**src/rtl/scan_pkg.sv**
```systemverilog
// Shared constants and state type for the channel scan sequencer.
package scan_pkg;

   localparam int CH_W = 3;
   localparam int NCH  = 8;

   typedef enum logic [1:0] {
      IDLE,
      ACTIVE,
      DONE
   } state_e;

endpackage

```
**src/rtl/scan_sequencer_next_enabled_ch.sv**
```systemverilog
// Finds the next enabled channel above cur and the lowest enabled channel.
module next_enabled_ch
   import scan_pkg::*;
(
   input  logic [NCH-1:0]  mask,
   input  logic [CH_W-1:0] cur,
   output logic [CH_W-1:0] nxt,
   output logic            has_nxt,
   output logic [CH_W-1:0] low,
   output logic            any
);

   always_comb begin
      nxt     = '0;
      has_nxt = 1'b0;
      low     = '0;
      // Descending walk so the last hit is the closest one.
      for (int i = NCH - 1; i >= 0; i--) begin
         if (mask[i] && (i > int'(cur))) begin
            nxt     = CH_W'(i);
            has_nxt = 1'b1;
         end
         if (mask[i]) begin
            low = CH_W'(i);
         end
      end
      any = |mask;
   end

endmodule

```
**src/rtl/scan_sequencer.sv**
```systemverilog
// Walks decoder select S over the masked channels with a per-channel dwell.
module scan_sequencer
   import scan_pkg::*;
#(
   parameter int DWELL_W = 8
) (
   input  logic               clk,
   input  logic               rst_n,
   input  logic               start,
   input  logic               stop,
   input  logic               mode,
   input  logic [NCH-1:0]     mask,
   input  logic [DWELL_W-1:0] dwell,
   output logic [CH_W-1:0]    S,
   output logic               E,
   output logic               busy,
   output logic               done,
   output logic               wrap
);

   state_e               state_q, state_d;
   logic [CH_W-1:0]      s_q, s_d;
   logic                 e_q, e_d;
   logic                 busy_q, busy_d;
   logic                 done_q, done_d;
   logic                 wrap_q, wrap_d;
   logic [NCH-1:0]       mask_q, mask_d;
   logic                 mode_q, mode_d;
   logic [DWELL_W-1:0]   dwell_q, dwell_d;
   logic [DWELL_W-1:0]   cnt_q, cnt_d;

   logic [NCH-1:0]       mask_sel;
   logic [DWELL_W-1:0]   dwell_eff;
   logic [CH_W-1:0]      ch_nxt;
   logic [CH_W-1:0]      ch_low;
   logic                 ch_has_nxt;
   logic                 ch_any;

   // In IDLE the live mask picks the first channel; afterwards the latched one.
   assign mask_sel  = (state_q == IDLE) ? mask : mask_q;
   assign dwell_eff = (dwell == '0) ? DWELL_W'(1) : dwell;

   next_enabled_ch u_next (
      .mask    (mask_sel),
      .cur     (s_q),
      .nxt     (ch_nxt),
      .has_nxt (ch_has_nxt),
      .low     (ch_low),
      .any     (ch_any)
   );

   always_comb begin
      state_d = state_q;
      s_d     = s_q;
      e_d     = e_q;
      busy_d  = busy_q;
      done_d  = 1'b0;
      wrap_d  = 1'b0;
      mask_d  = mask_q;
      mode_d  = mode_q;
      dwell_d = dwell_q;
      cnt_d   = cnt_q;
      unique case (state_q)
         IDLE: begin
            if (start && !stop) begin
               mask_d  = mask;
               mode_d  = mode;
               dwell_d = dwell_eff;
               if (ch_any) begin
                  state_d = ACTIVE;
                  s_d     = ch_low;
                  e_d     = 1'b1;
                  busy_d  = 1'b1;
                  cnt_d   = dwell_eff - DWELL_W'(1);
               end else begin
                  state_d = DONE;
                  done_d  = 1'b1;
               end
            end
         end
         ACTIVE: begin
            if (stop) begin
               state_d = IDLE;
               e_d     = 1'b0;
               busy_d  = 1'b0;
            end else if (cnt_q != '0) begin
               cnt_d = cnt_q - DWELL_W'(1);
            end else if (ch_has_nxt) begin
               s_d   = ch_nxt;
               cnt_d = dwell_q - DWELL_W'(1);
            end else if (mode_q) begin
               s_d    = ch_low;
               wrap_d = 1'b1;
               cnt_d  = dwell_q - DWELL_W'(1);
            end else begin
               state_d = DONE;
               e_d     = 1'b0;
               busy_d  = 1'b0;
               done_d  = 1'b1;
            end
         end
         DONE: begin
            state_d = IDLE;
         end
         default: begin
            state_d = IDLE;
         end
      endcase
   end

   always_ff @(posedge clk) begin
      if (!rst_n) begin
         state_q <= IDLE;
         s_q     <= '0;
         e_q     <= 1'b0;
         busy_q  <= 1'b0;
         done_q  <= 1'b0;
         wrap_q  <= 1'b0;
         mask_q  <= '0;
         mode_q  <= 1'b0;
         dwell_q <= '0;
         cnt_q   <= '0;
      end else begin
         state_q <= state_d;
         s_q     <= s_d;
         e_q     <= e_d;
         busy_q  <= busy_d;
         done_q  <= done_d;
         wrap_q  <= wrap_d;
         mask_q  <= mask_d;
         mode_q  <= mode_d;
         dwell_q <= dwell_d;
         cnt_q   <= cnt_d;
      end
   end

   assign S    = s_q;
   assign E    = e_q;
   assign busy = busy_q;
   assign done = done_q;
   assign wrap = wrap_q;

endmodule
```
**config.mk**
```make
export PLATFORM = sky130hd
export DESIGN_NAME = scan_sequencer
export DESIGN_NICKNAME = d
export VERILOG_FILES = /design/src/rtl/scan_pkg.sv /design/src/rtl/scan_sequencer_next_enabled_ch.sv /design/src/rtl/scan_sequencer.sv
export SDC_FILE = /design/constraint.sdc
export NUM_CORES = 1
export LEC_CHECK = 0
export CORE_MARGIN = 4
export CORE_UTILIZATION = 40
export CTS_CLUSTER_DIAMETER = 80
export DETAILED_ROUTE_END_ITERATION = 7
export SYNTH_ARGS = -nofsm -noshare
export SYNTH_HDL_FRONTEND = slang
export SYNTH_HIERARCHICAL = 1
export SYNTH_SLANG_ARGS = --single-unit
export TNS_END_PERCENT = 30
```
**constraint.sdc**
```tcl
create_clock -name clk -period 3.5 [get_ports clk]
set_input_delay 0.7 -clock clk [delete_from_list [all_inputs] [get_ports clk]]
set_output_delay 0.7 -clock clk [all_outputs]
set_load 0.005 [all_outputs]
```
==> key figures <==
Global routing
  • Vias in the first global route: 1702
  • Total track usage: 17.3%
  • GRT Residual Overflow: 0
  • First-pass GRT wire length: 8500 µm
  • Largest net degree at the start of global routing: 25
  • Antenna violations before repair: 0

Final layout
  • Commonest non-fill, non-tap cell in the layout: nand2_1
  • Fill cells: 503
  • Ratio of cells with drive above 1 in the final layout: 13.6%
  • Ant diodes: 0
  • Highest-count cells in the layout ignoring fill and taps: nand2_1, dfxtp_1, a21oi_1
  • Util after Layout: 50.1%
  • Layout Cells excl Fill: 347
  • Area delta synth->final: 19.3%
  • Final Net Count: 301

Synth
  • Main flop type after synthesis: dfxtp_1
  • Flops & latches, synth: 33
  • Post-synth EDFFs: 0
  • Syn Area/Cell: 7.92 µm²
  • Post-Syn Nets: 277
  • Cell taking the most area after synthesis: dfxtp_1
  • Synth top area cells: dfxtp_1, nand2_1, a21oi_1
  • Count of cell types in the netlist: 56
  • Post-Synthesis Cells: 255
  • Syn Std Cell Area: 0.00202 mm²
  • Top-area cell type share of the netlist area: 32.7%
  • Async SR Flop Fraction: 0%
  • Synth Warn #: 6
  • Seq/Total Area, Yosys: 32.7%

STA
  • Final worst slack: 0.602 ns
  • Worst-Margin Slew: 0.823 ns
  • RSZ-0062 raised after global routing: false
  • Final Hold Viols: 0
  • Post-route clock period utilization: 82.8%
  • Slew headroom: 45.1%
  • Count of pins over their slew limit: 0
  • Setup TNS: 0 ns
  • Post-route clock skew: 0.00652 ns
  • # setup viols final: 0
  • Min cycle time layout: 2.90 ns
  • Max Clk Rate: 345 MHz

Floorplan
  • Die X: 79.1 µm
  • Initial Util: 41.9%
  • Die area: 0.00625 mm²
  • DIE HEIGHT: 79.1 µm
  • Rows: 25
  • Core Box Area: 0.00482 mm²
  • IO Count: 28

Critical path
  • Worst Setup End Kind: flip-flop
  • Critical path launch point type: primary input
  • Worst EP required: 3.68 ns
  • Setup CP Type: in -> reg
  • CP Cell Sequence: clkdlybuf4s50_1 > mux2_2 > a21boi_1 > o21ai_0 > o211a_1 > nand2b_1 > nor2_1 > a21oi_2 > o21ai_0 > o221a_2
  • CP max stage cell: a21oi_2
  • R2r setup slk: 0.63 ns
  • Worst Path Buf+Inv: 1
  • WP data arrival: 3.08 ns
  • CP delay by family, top: compound AO/OA/AOI/OAI gates
  • Cell mode on critical path: o21ai_0
  • Slowest cell delay on critical path: 0.52 ns
  • CP max FO: 15

Pwr
  • Pwr dens: 387 mW/mm²
  • Max VDD drop: 0.196 mV
  • Pwr Total: 0.000933 W
  • Leakage: 0.852 nW

Detailed routing
  • Drt wl/cell: 14.7 µm
  • ANT nets after route: 0
  • # DRC: 0
  • Via density per instance: 5.51
  • Vias post-DR: 1911
  • Routed WL: 5090 µm
  • TritonRoute pass-1 iters: 5
  • Iter 0 DRT Violations: 144

Clock network
  • Hold buffers post-CTS: 0
  • Setup Fix Bufs, Post-CTS: 0
  • Total CTS buffers: 5
  • Clock latency on the worst-skew pair: 0.29 ns
  • Clk buf depth: 2
  • Post-CTS sizing: 0
  • # H-tree levels: 2
  • Root Driver: clkbuf_8
  • Clock sinks: 33
  • Clk slew on worst S/H paths: 0.07 ns
  • CTS tree: done

Status
  • Status: completed

Placed design
  • DP Cell Count: 339
  • IO Port Bufs: 27
  • HPWL after DPL: 3780 µm
  • Worst slack at placement: 0.332 ns
  • GPL Wtd Cong: 0.856

Hold path
  • Hold Crit Class: reg -> reg

Flow run
  • Max cap viols: 0
==> sequential cells by signal, indices dropped and copies added, names as in the netlist <==
name,cells
cnt_q,8
dwell_q,8
mask_q,8
S,3
state_q,2
busy,1
done,1
mode_q,1
wrap,1
==> Yosys cell counts (2+ instances only) <==
| cell | instances |
|---|---|
| nand2_1 | 51 |
| dfxtp_1 | 33 |
| a21oi_1 | 32 |
| nor2_1 | 21 |
| o21ai_0 | 12 |
| mux2_2 | 8 |
| nand3_1 | 6 |
| nand2b_1 | 5 |
| nor3_1 | 5 |
| a211oi_1 | 4 |
| buf_2 | 4 |
| clkbuf_1 | 4 |
| inv_1 | 4 |
| nor4_1 | 4 |
| a311oi_1 | 3 |
| buf_4 | 3 |
| mux2i_1 | 3 |
| and2_1 | 2 |
| nor2b_1 | 2 |
| nor4_2 | 2 |
| nor4b_1 | 2 |
| o211ai_4 | 2 |
| o21a_1 | 2 |
| o21ai_1 | 2 |
| o21ai_2 | 2 |
| o21bai_1 | 2 |
| o22ai_1 | 2 |
| o2bb2ai_1 | 2 |
| or2_2 | 2 |
| or4_4 | 2 |
| xnor2_1 | 2 |
==> metrics by stage <==
step                      area [µm²]  hold WS (ns)
after global placement          2320         0.441
after global routing            2410         0.476
after floorplan                 2020         0.434
after detailed placement        2320         0.447
final                           2410         0.455
after CTS                       2410         0.458
==> per-layer routing <==
| layer | up-vias | wire, µm | global-route usage, % | share of wire, % |
|---|---|---|---|---|
| met5 | - | 0 | 0 | 0 |
| met1 | 884 | 2530 | 25.5 | 50 |
| met4 | 0 | 54 | 4.98 | 1.1 |
| li1 | 964 | - | - | - |
| met2 | 56 | 2230 | 25.1 | 44 |
| met3 | 7 | 277 | 3.63 | 5.4 |
==> kinds of logic (layout without fill, tap and decap cells) <==
group,count (synthesis),in the layout,share of synthesized area [%]
compound gates,78,78,26.7
xor+xnor,3,3,1.30
fa+ha+maj,1,1,0.619
buf+inv,15,40,3.59
flops,33,33,32.7
mux,12,12,7.06
simple gates,113,113,28.0
==> path summary, 6_finish.rpt <==
path / startpoint / endpoint / depth (start not counted)
max: mask[6] / cnt_q[4] / 10
min: mask_q[5] / mask_q[5] / 2
max reg2reg: state_q[1] / cnt_q[4] / 10
min reg2reg: mask_q[5] / mask_q[5] / 2
==> worst register-to-register path, delay by kind of cell, from the launching register on <==
| family | cells | cell delay, ns |
|---|---|---|
| flops | 1 | 0.36 |
| simple gates | 3 | 0.73 |
| mux | 1 | 0.29 |
| compound gates | 6 | 1.39 |
==> report_power, final <==
group	internal, W	switching, W	total, W
registers	0.000396	0.0000264	0.000422
logic	0.000103	0.000122	0.000225
clock network	0.000137	0.000148	0.000285
==> cell type report <==
cell class,instances,area [µm²],area share (%)
well taps,67,83.8,3.48
clock inverters,3,17.5,0.727
inverters,4,15.0,0.623
multi-input cells,207,1290,53.4
repair buffers,28,278,11.5
clock buffers,5,68.8,2.85
flip-flops and latches,33,661,27.4
Power figures use the tool's default switching activity.
